`src/rtl/fetch_stage_if.sv`:
```
// fetch_stage_if: split-handshake instruction-memory port.
//   inst_req      fetch request valid              (master -> slave)
//   inst_addr     fetch address, ADDR_W bits       (master -> slave)
//   inst_addr_ok  slave accepted the request       (slave -> master)
//   inst_data_ok  read data valid, one per accept  (slave -> master)
//   inst_rdata    read data, 32 bits               (slave -> master)
// The fetch stage uses the master modport; the memory uses the slave modport.
interface fetch_stage_if #(
    parameter int ADDR_W = 32
);
    logic              inst_req;
    logic [ADDR_W-1:0] inst_addr;
    logic              inst_addr_ok;
    logic              inst_data_ok;
    logic [31:0]       inst_rdata;

    modport master (
        output inst_req,
        output inst_addr,
        input  inst_addr_ok,
        input  inst_data_ok,
        input  inst_rdata
    );

    modport slave (
        input  inst_req,
        input  inst_addr,
        output inst_addr_ok,
        output inst_data_ok,
        output inst_rdata
    );
endinterface

```
`src/rtl/fetch_stage.sv`:
```
// fetch_stage: IF stage of the 5-stage MIPS pipeline.
// Owns the PC and keeps exactly one fetch outstanding on the instruction
// memory port. The returned word is buffered for D and held while stallF is
// high. Branch/jump redirects from D replace the PC; a fetch already accepted
// by memory when a redirect lands is marked stale and its word is dropped.
//
// Ports
//   clk, rst        clock, synchronous active-high reset
//   stallF          hold PC and buffer (also blocks redirects)
//   pcsrcD/pcbranchD  taken branch and its target
//   jumpD/pcjumpD     jump / jr and its target (wins over a branch)
//   imem            instruction memory port (fetch_stage_if.master)
//   pcF, pcplus4F   PC of the buffered instruction and PC+4
//   instrF          buffered instruction, 0 (NOP) when not valid
//   instr_validF    instrF is valid
//   fetch_busyF     no instruction available yet
//   fetch_wait_cnt  cycles spent in REQ/WAIT (saturating)
//
// Build option: define FETCH_PERF_CNT_EN to enable the fetch_wait_cnt counter;
// without it the output is tied to zero and no counter flops exist.
module fetch_stage #(
    parameter int                ADDR_W   = 32,
    parameter logic [ADDR_W-1:0] RESET_PC = 32'hBFC0_0000
) (
    input  logic              clk,
    input  logic              rst,
    input  logic              stallF,
    input  logic              pcsrcD,
    input  logic [ADDR_W-1:0] pcbranchD,
    input  logic              jumpD,
    input  logic [ADDR_W-1:0] pcjumpD,
    fetch_stage_if.master     imem,
    output logic [ADDR_W-1:0] pcF,
    output logic [ADDR_W-1:0] pcplus4F,
    output logic [31:0]       instrF,
    output logic              instr_validF,
    output logic              fetch_busyF,
    output logic [31:0]       fetch_wait_cnt
);

    typedef enum logic [1:0] {
        S_REQ  = 2'd0,  // presenting the address, waiting for addr_ok
        S_WAIT = 2'd1,  // request accepted, waiting for data_ok
        S_HOLD = 2'd2   // word buffered, waiting for D to consume it
    } fetchState_e;

    fetchState_e       stateReg, stateNext;
    logic [ADDR_W-1:0] pcReg, pcNext;
    logic [31:0]       bufReg, bufNext;
    logic              discardReg, discardNext;  // in-flight fetch is stale

    logic              redirect;
    logic [ADDR_W-1:0] target;

    assign redirect = (pcsrcD | jumpD) & ~stallF;
    assign target   = jumpD ? pcjumpD : pcbranchD;

    // State register
    always_ff @(posedge clk) begin
        if (rst) begin
            stateReg   <= S_REQ;
            pcReg      <= RESET_PC;
            bufReg     <= 32'h0;
            discardReg <= 1'b0;
        end else begin
            stateReg   <= stateNext;
            pcReg      <= pcNext;
            bufReg     <= bufNext;
            discardReg <= discardNext;
        end
    end

    // Next-state logic
    always_comb begin
        stateNext   = stateReg;
        pcNext      = pcReg;
        bufNext     = bufReg;
        discardNext = discardReg;
        case (stateReg)
            S_REQ: begin
                // An unaccepted address is simply replaced by the new PC next cycle.
                if (redirect) begin
                    pcNext = target;
                end
                if (imem.inst_addr_ok) begin
                    stateNext = S_WAIT;
                    if (redirect) begin
                        discardNext = 1'b1;
                    end
                end
            end
            S_WAIT: begin
                if (redirect) begin
                    pcNext = target;
                end
                if (imem.inst_data_ok) begin
                    if (discardReg || redirect) begin
                        discardNext = 1'b0;
                        stateNext   = S_REQ;
                    end else begin
                        bufNext   = imem.inst_rdata;
                        stateNext = S_HOLD;
                    end
                end else if (redirect) begin
                    discardNext = 1'b1;
                end
            end
            S_HOLD: begin
                if (redirect) begin
                    pcNext    = target;
                    stateNext = S_REQ;
                end else if (!stallF) begin
                    pcNext    = pcReg + ADDR_W'(4);
                    stateNext = S_REQ;
                end
            end
            default: begin
                stateNext = S_REQ;
            end
        endcase
    end

    // Outputs
    always_comb begin
        imem.inst_req  = (stateReg == S_REQ) && !rst;
        imem.inst_addr = pcReg;
        instr_validF   = (stateReg == S_HOLD);
        instrF         = instr_validF ? bufReg : 32'h0;
        fetch_busyF    = !instr_validF;
    end

    assign pcF      = pcReg;
    assign pcplus4F = pcReg + ADDR_W'(4);

`ifdef FETCH_PERF_CNT_EN
    logic [31:0] waitCntReg;

    always_ff @(posedge clk) begin
        if (rst) begin
            waitCntReg <= 32'h0;
        end else if ((stateReg == S_REQ || stateReg == S_WAIT) &&
                     waitCntReg != 32'hFFFF_FFFF) begin
            waitCntReg <= waitCntReg + 32'd1;
        end
    end

    assign fetch_wait_cnt = waitCntReg;
`else
    assign fetch_wait_cnt = 32'h0;
`endif

endmodule

```
`src/flat_wrapper.sv`:
```
// flat-port wrapper written by rule: the top's interface ports become plain ports
module fetch_stage_flat 
#(
    parameter int                ADDR_W   = 32,
    parameter logic [ADDR_W-1:0] RESET_PC = 32'hBFC0_0000
)
  (clk, rst, stallF, pcsrcD, pcbranchD, jumpD, pcjumpD, pcF, pcplus4F, instrF, instr_validF, fetch_busyF, fetch_wait_cnt, imem_inst_req, imem_inst_addr, imem_inst_addr_ok, imem_inst_data_ok, imem_inst_rdata);
  fetch_stage_if #(.ADDR_W(ADDR_W)) imem_i ();
  input  logic clk;
  input  logic rst;
  input  logic stallF;
  input  logic pcsrcD;
  input  logic [ADDR_W-1:0] pcbranchD;
  input  logic jumpD;
  input  logic [ADDR_W-1:0] pcjumpD;
  output logic [ADDR_W-1:0] pcF;
  output logic [ADDR_W-1:0] pcplus4F;
  output logic [31:0] instrF;
  output logic instr_validF;
  output logic fetch_busyF;
  output logic [31:0] fetch_wait_cnt;
  output wire logic [$bits(imem_i.inst_req)-1:0] imem_inst_req;
  output wire logic [$bits(imem_i.inst_addr)-1:0] imem_inst_addr;
  input wire logic [$bits(imem_i.inst_addr_ok)-1:0] imem_inst_addr_ok;
  input wire logic [$bits(imem_i.inst_data_ok)-1:0] imem_inst_data_ok;
  input wire logic [$bits(imem_i.inst_rdata)-1:0] imem_inst_rdata;
  assign imem_inst_req = imem_i.inst_req;
  assign imem_inst_addr = imem_i.inst_addr;
  assign imem_i.inst_addr_ok = imem_inst_addr_ok;
  assign imem_i.inst_data_ok = imem_inst_data_ok;
  assign imem_i.inst_rdata = imem_inst_rdata;
  fetch_stage #(.ADDR_W(ADDR_W), .RESET_PC(RESET_PC)) u_core (.clk(clk), .rst(rst), .stallF(stallF), .pcsrcD(pcsrcD), .pcbranchD(pcbranchD), .jumpD(jumpD), .pcjumpD(pcjumpD), .imem(imem_i), .pcF(pcF), .pcplus4F(pcplus4F), .instrF(instrF), .instr_validF(instr_validF), .fetch_busyF(fetch_busyF), .fetch_wait_cnt(fetch_wait_cnt));
endmodule
```
`config.mk`:
```
export PLATFORM = sky130hd
export DESIGN_NAME = fetch_stage_flat
export DESIGN_NICKNAME = d
export VERILOG_FILES = /design/src/rtl/fetch_stage_if.sv /design/src/rtl/fetch_stage.sv /design/src/flat_wrapper.sv
export SDC_FILE = /design/constraint.sdc
export NUM_CORES = 1
export LEC_CHECK = 0
export CAP_MARGIN = 10
export CORE_AREA = 2 2 104 106
export DETAILED_ROUTE_END_ITERATION = 8
export DIE_AREA = 0 0 106 108
export DONT_BUFFER_PORTS = 1
export GPL_TIMING_DRIVEN = 0
export PLACE_DENSITY = 0.59
export SETUP_SLACK_MARGIN = 0.1
export SYNTH_ARGS = -nofsm -noshare
export SYNTH_HDL_FRONTEND = slang
export SYNTH_SLANG_ARGS = --single-unit
```
`constraint.sdc`:
```
create_clock -name clk -period 4.35 [get_ports clk]
set_input_delay 0.6525 -clock clk [delete_from_list [all_inputs] [get_ports clk]]
set_output_delay 0.6525 -clock clk [all_outputs]
set_load 0.1 [all_outputs]
```
==> results by group, run 1 <==
Status
  – Status: finished, final reports clean

CTS
  – # clock sinks: between 60 and 70
  – Clock Tree Root: clkbuf_8
  – Clk_lat worst skew: around 0.35 ns
  – CTS buffer count: 9
  – Hold buffers post-CTS: 0
  – CTS Buffer Depth: 2
  – CTS clk-pin slew, worst paths: 0.08 ns
  – CTS tree: done
  – CTS H-tree depth: 3

Logic synthesis
  – Post-synth EDFFs: 0
  – Mapped cell area: about 0.0047 mm^2
  – Post-synth cell types: 60
  – Syn Inst Count: between 600 and 700
  – Synth Warn #: 0
  – Seq/Total Area, Yosys: roughly 29%
  – Post-synth top flop: dfxtp_1
  – Register bit total from synthesis: between 60 and 70
  – Syn Area/Cell: between 7 and 8 um^2
  – Ys async rst share: 0%

Power
  – Leakage: 0.00225 uW
  – PD cells: 364 mW/mm^2
  – VDD IR max: between 0.00015 and 0.0002 V

Detailed routing
  – Routed length per placed instance: 18.0 um
  – Vias per Instance: 5.46
  – Total number of vias: about 4400
  – WL final: around 15000 um
  – Initial DRC Count: between 150 and 200
  – DRC: 0
  – Final ANT Viol Nets: 0
  – Initial DRT Pass Iterations: 5

Worst setup path
  – CP required: 3.70 ns
  – WP data arrival: 3.57 ns
  – R2r worst-path depth: 8
  – R2r setup slk: between 1 and 1.5 ns
  – Crit path max-delay family: simple AND/OR/NAND/NOR gates
  – CP max FO: 9
  – Worst r2r src: u_core.stateReg[1]$_SDFFE_PP0P_
  – Reg2reg end: u_core.imem.inst_addr[5]$_SDFFE_PP0P_
  – WS Path Type: register to output pin
  – Crit. End Element: output pin
  – Worst path bufs/invs: 1
  – Worst path slowest cell: nor4_2
  – Startpoint types: register
  – Critical path's largest stage delay: approximately 0.74 ns
  – Worst path cell trace: clkbuf_1 -> and4_1 -> nand4_1 -> nor4_2 -> xor2_4

Final layout
  – Layout cells sized above 1: between 20% and 30%
  – Commonest non-fill, non-tap cells in the layout: nand2_1 (97), buf_4 (67), a21oi_1 (58)
  – Area growth, synth to finish: 22.3%
  – Fill cell count: about 980
  – Non-filler cells in the finished layout: between 800 and 900
  – Most common cell after layout, fill and taps aside: nand2_1
  – Sequential Area: 0.00138 mm^2
  – Fin nets: ~770
  – Multi-input logic area: between 0.003 and 0.004 mm^2

STA
  – Worst slew pin tran: between 1 and 1.5 ns
  – Fmax: ~0.24 GHz
  – RSZ-0062 raised after global routing: yes
  – WHS: about 0.42 ns
  – Tmin final: about 4.2 ns
  – Max-slew violations: 0
  – Setup Skew: 0.0115 ns
  – Post-route clock period utilization: around 97%
  – Final setup viols: 0
  – Max_slew headroom: between 10% and 20%
  – Hold Fails Final Rpt: 0

Min path
  – Hold endpoint: u_core.stateReg[0]$_SDFFE_PP0P_
  – Min-delay worst type: input port to register
  – Hold_sp: imem_inst_data_ok
  – Worst hold stages: 1

Global routing
  – Vias in the first global route: approximately 4200
  – Largest net degree at the start of global routing: 14
  – First-pass GRT wire length: around 22000 um
  – Antenna violations before repair: 3
  – Global route total overflow: 0
  – All-Layer GR Usage: around 25%

Die
  – Starting Density: 45.5%
  – Die Footprint: about 0.011 mm^2
  – Core area: about 0.010 mm^2
  – I/O pins: approximately 270
  – Die Y: 108 um
  – Die width: 106 um
  – Row cnt: 37

Place
  – Final HPWL DP: roughly 11000 um
  – Dpl cells: 788
  – Gpl congestion: ~0.84
  – PortBufs: 0

Run
  – Total of max-cap violations: 0
## power by group
part | total (uW) | internal [uW] | switching, uW
Clock | 478 | 213 | 265
Sequential | 840 | 647 | 193
Combinational | 751 | 159 | 592
## worst register-to-register path, stage by stage, from the launching register on
cell      delay, ns
dfxtp_1        0.37
nor2b_1        0.14
clkbuf_1       0.38
inv_1          0.54
nor2_1         0.68
clkbuf_1       0.52
o21ai_0        0.19
a32oi_1        0.24
nor2_1         0.05
## repair_timing
item,4_1_cts,5_1_grt
setup endpoints to repair,20,7
buffers inserted,0,0
pin swaps,0,1
hold endpoints to repair,0,0
resized for setup,30,10
cloned,0,0
## layer usage
| metal | GRT usage (%) | wire length, um | vias to the layer above |
|---|---|---|---|
| li1 | - | - | 2127 |
| met1 | 27.6 | 5650 | 2012 |
| met2 | 43.1 | 7050 | 238 |
| met3 | 9.16 | 1490 | 24 |
| met4 | 8.27 | 311 | 2 |
| met5 | 0 | 11 | - |
## synthesized netlist by cell type, types with 3 or more instances
master     instances  area share, %
a2111oi_0          3           0.56
a211o_1            3           0.56
a211oi_1           4           0.65
a21oi_1           58            6.2
a221oi_1           3           0.56
a22oi_1            9            1.5
a31oi_1            6           0.81
and2_1            33            4.4
and3_1             5           0.67
and4_1             3           0.56
buf_2              4           0.43
buf_4             67             11
clkbuf_1          38            3.1
dfxtp_1           67             29
inv_1             10           0.81
mux2_2            13            3.1
mux2i_1           19            4.1
nand2_1           97            7.8
nand3_1           14            1.5
nand4_1           11            1.5
nor2_1            28            2.3
nor3_1             5           0.54
nor4_1             5           0.67
nor4_2             3           0.81
o211ai_1          10            1.6
o21ai_0           18            1.9
or3_1              5           0.67
xnor2_1           17            3.2
xor2_1            11            2.1
## worst max-delay path by stage
stage                                           startpoint      endpoint  slack, ns  cells past startpoint
finish              u_core.imem.inst_addr[14]$_SDFFE_PP0P_  pcplus4F[29]       0.13                      5
global route        u_core.imem.inst_addr[14]$_SDFFE_PP0P_  pcplus4F[29]      0.003                      5
CTS                  u_core.imem.inst_addr[2]$_SDFFE_PP0P_  pcplus4F[18]       0.08                      6
detailed placement   u_core.imem.inst_addr[2]$_SDFFE_PP0P_  pcplus4F[18]      -0.15                      6
global placement     u_core.imem.inst_addr[2]$_SDFFE_PP0P_  pcplus4F[16]      -0.53                      5
floorplan            u_core.imem.inst_addr[2]$_SDFFE_PP0P_  pcplus4F[14]      -0.13                      5
## stage by stage
step	instance area (um^2)	setup WS, ns	TNS (ns)	total power [uW]	utilization (%)
after global placement	5040	-0.530	-1.25	1550	49.3
after detailed placement	5330	-0.151	-0.391	1590	52.0
after global routing	5690	0.00255	0	2140	55.6
after CTS	5620	0.0771	0	2070	54.9
after floorplan	4870	-0.126	-0.249	1490	-
final	5690	0.128	0	2070	55.6
## cells by family (layout without fill, tap and decap cells)
| group | after synthesis | in the layout | synth area share, % |
|---|---|---|---|
| muxes | 32 | 32 | 7.24 |
| xor gates and xnor gates | 28 | 28 | 5.27 |
| adders and majority gates | 1 | 1 | 0.269 |
| DFF | 67 | 67 | 28.8 |
| AOI/OAI and AO/OA | 136 | 136 | 18.2 |
| and+or+nand+nor | 223 | 223 | 24.6 |
| buffers and inverters | 122 | 150 | 15.5 |
| other | 1 | 34 | 0.0806 |
## state kept, by name, summed over array words and instances, names as in the netlist
register and cells:
u_core.imem.inst_addr 32, u_core.bufReg 32, u_core.stateReg 2, u_core.discardReg 1
## cell type report
cell class | count | share of cell area [%]
sequential | 67 | 24.2
buffer | 112 | 12.1
timing repair buffer | 12 | 3.50
antenna | 2 | 0.0880
inverter | 10 | 0.660
clock inverter | 6 | 0.858
multi-input combinational | 452 | 53.4
tap | 136 | 2.99
clock buffer | 10 | 2.24
Note: power is estimated with default switching activity, not from simulation.
==> run 2: changes to the inputs <==
--- a/config.mk
+++ b/config.mk
@@ -6,12 +6,14 @@
 export NUM_CORES = 1
 export LEC_CHECK = 0
 export CAP_MARGIN = 10
-export CORE_AREA = 2 2 104 106
+export CELL_PAD_IN_SITES_DETAIL_PLACEMENT = 1
+export CELL_PAD_IN_SITES_GLOBAL_PLACEMENT = 1
+export CORE_MARGIN = 2
+export CORE_UTILIZATION = 47
 export DETAILED_ROUTE_END_ITERATION = 8
-export DIE_AREA = 0 0 106 108
 export DONT_BUFFER_PORTS = 1
 export GPL_TIMING_DRIVEN = 0
-export PLACE_DENSITY = 0.59
+export PLACE_DENSITY = 0.84
 export SETUP_SLACK_MARGIN = 0.1
 export SYNTH_ARGS = -nofsm -noshare
 export SYNTH_HDL_FRONTEND = slang
==> results by group, run 2 (same netlist as run 1, synthesis figures left out) <==
Final layout
  – Area growth, synth to finish: 24.0%
  – Design area: between 0.005 and 0.006 mm^2
  – Commonest non-fill, non-tap cells in the layout: nand2_1 (97), buf_4 (67), a21oi_1 (58)
  – Fin nets: between 700 and 800
  – Post-layout util: approximately three fifths
  – Layout cells sized above 1: about a quarter
  – Antenna diodes: 0
  – Most common cell after layout, fill and taps aside: nand2_1
  – Non-filler cells in the finished layout: 803
  – Fill cell count: about 1200

Worst setup path
  – Startpoint types: register
  – Crit path max-delay family: simple AND/OR/NAND/NOR gates
  – Worst setup startpoint: u_core.imem.inst_addr[16]$_SDFFE_PP0P_
  – Worst r2r src: u_core.stateReg[1]$_SDFFE_PP0P_
  – WS Path Type: register to output pin
  – R2r setup slk: about 1.1 ns
  – Worst path cell trace: clkbuf_2 -> and4_1 -> nand4_1 -> nor4_2 -> xor2_4
  – Worst path bufs/invs: 1
  – Crit. End Element: output pin
  – Critical path's largest stage delay: approximately 0.70 ns
  – CP required: between 3 and 4 ns
  – WP data arrival: about 3.5 ns
  – Worst path slowest cell: dfxtp_2
  – CP max FO: 8

STA
  – Hold Fails Final Rpt: 0
  – Final setup viols: 0
  – Max_slew headroom: about 15%
  – Setup Skew: roughly 0.012 ns
  – Worst slew pin tran: approximately 1.3 ns
  – Tmin final: around 4.1 ns
  – RSZ-0062 raised after global routing: no
  – Max-slew violations: 0
  – Fmax: 0.242 GHz
  – Post-route clock period utilization: a little over nine tenths

CTS
  – CTS clk-pin slew, worst paths: about 0.090 ns
  – CTS Buffer Depth: 2
  – Clk_lat worst skew: 0.37 ns
  – CTS H-tree depth: 3
  – # clock sinks: 67
  – Setup repair bufs after CTS: 0
  – CTS buffer count: 9
  – Hold buffers post-CTS: 0
  – CTS tree: done
  – Clock Tree Root: clkbuf_8

Detailed routing
  – Initial DRC Count: about 210
  – Total number of vias: 4636
  – Vias per Instance: between 5 and 6
  – DRC: 0
  – WL final: 16500 um
  – Routed length per placed instance: a little over 20 um
  – Initial DRT Pass Iterations: 4
  – Final ANT Viol Nets: 0

Place
  – Dpl cells: around 790
  – Final HPWL DP: 12400 um
  – Gpl congestion: just under 0.9
  – Placed cell area: about 0.0053 mm^2
  – PortBufs: 0

Global routing
  – Antenna violations before repair: 0
  – Largest net degree at the start of global routing: 14
  – Vias in the first global route: around 4600
  – First-pass GRT wire length: ~24000 um
  – Global route total overflow: 0
  – All-Layer GR Usage: between 20% and 30%

Power
  – VDD IR max: between 0.00015 and 0.0002 V
  – PD cells: ~370 mW/mm^2
  – Tot Pwr: 2160 uW
  – Leakage: around 0.0023 uW

Die
  – Row cnt: 36
  – Core area: 0.00968 mm^2
  – Die width: 103 um
  – Starting Density: between 40% and 50%
  – Die Y: slightly above 100 um
  – Die Footprint: 0.0107 mm^2
  – I/O pins: approximately 270

Min path
  – Hold_sp: imem_inst_rdata[16]
  – Min-delay worst type: input port to register

Status
  – Status: finished, final reports clean

Run
  – Total of max-cap violations: 0
## run 2: cell types whose count changed in the layout (fill, tap and decap cells not counted), sizes merged
cell,delta
bufinv,+1
inv,-1
buf,+1
diode,-2
clkinv,+2
clkinvlp,-2
## run 2: layout make-up
type	instances	area (um^2)	share of cell area (%)
clock buffer	10	128	2.21
tap	133	166	2.89
timing repair buffer	13	210	3.64
buffer	112	686	11.9
clock inverter	6	72.6	1.26
sequential	67	1390	24.0
inverter	10	37.5	0.651
multi-input combinational	452	3080	53.4
## run 2: report_power, final
group	internal, uW	total [uW]	switching [uW]
logic	163	770	608
clock network	271	554	282
registers	646	837	191
total	1080	2160	1080
## run 2: worst register-to-register path: stages (launching register included)
cell and delay, ns:
dfxtp_1 0.37, nor2b_1 0.14, clkbuf_1 0.36, inv_1 0.53, nor2_1 0.67, clkbuf_1 0.55, nor2_1 0.15, o21ai_0 0.27
a21oi_1 0.10
## run 2: stage by stage
| step | worst slack (ns) | hold slack (ns) | TNS [ns] |
|---|---|---|---|
| floorplan | -0.126 | 0.432 | -0.249 |
| global placement | -0.543 | 0.438 | -1.26 |
| detailed placement | -0.202 | 0.443 | -0.640 |
| CTS | 0.0237 | 0.407 | 0 |
| global route | 0.118 | 0.403 | 0 |
| finish | 0.226 | 0.410 | 0 |
## run 2: timing repair
action / 4_1_cts / 5_1_grt
pin swaps: 0 / 2
endpoints found under the setup margin: 20 / 10
resized for setup: 31 / 17
cloned: 0 / 0
## run 2: final timing paths
path,end,cells past startpoint
max,pcplus4F[31],5
min,u_core.bufReg[16]$_SDFFE_PP0P_,2
max reg2reg,u_core.imem.inst_addr[8]$_SDFFE_PP0P_,8
min reg2reg,u_core.bufReg[17]$_SDFFE_PP0P_,2
## run 2: layer usage
| metal | share of wire, % | vias to the layer above | global-route usage, % |
|---|---|---|---|
| met2 | 52 | 249 | 52.2 |
| met5 | 0 | - | 0 |
| met1 | 36 | 2233 | 32.5 |
| li1 | - | 2120 | - |
| met4 | 2.2 | 0 | 11.3 |
| met3 | 9.7 | 34 | 10.1 |
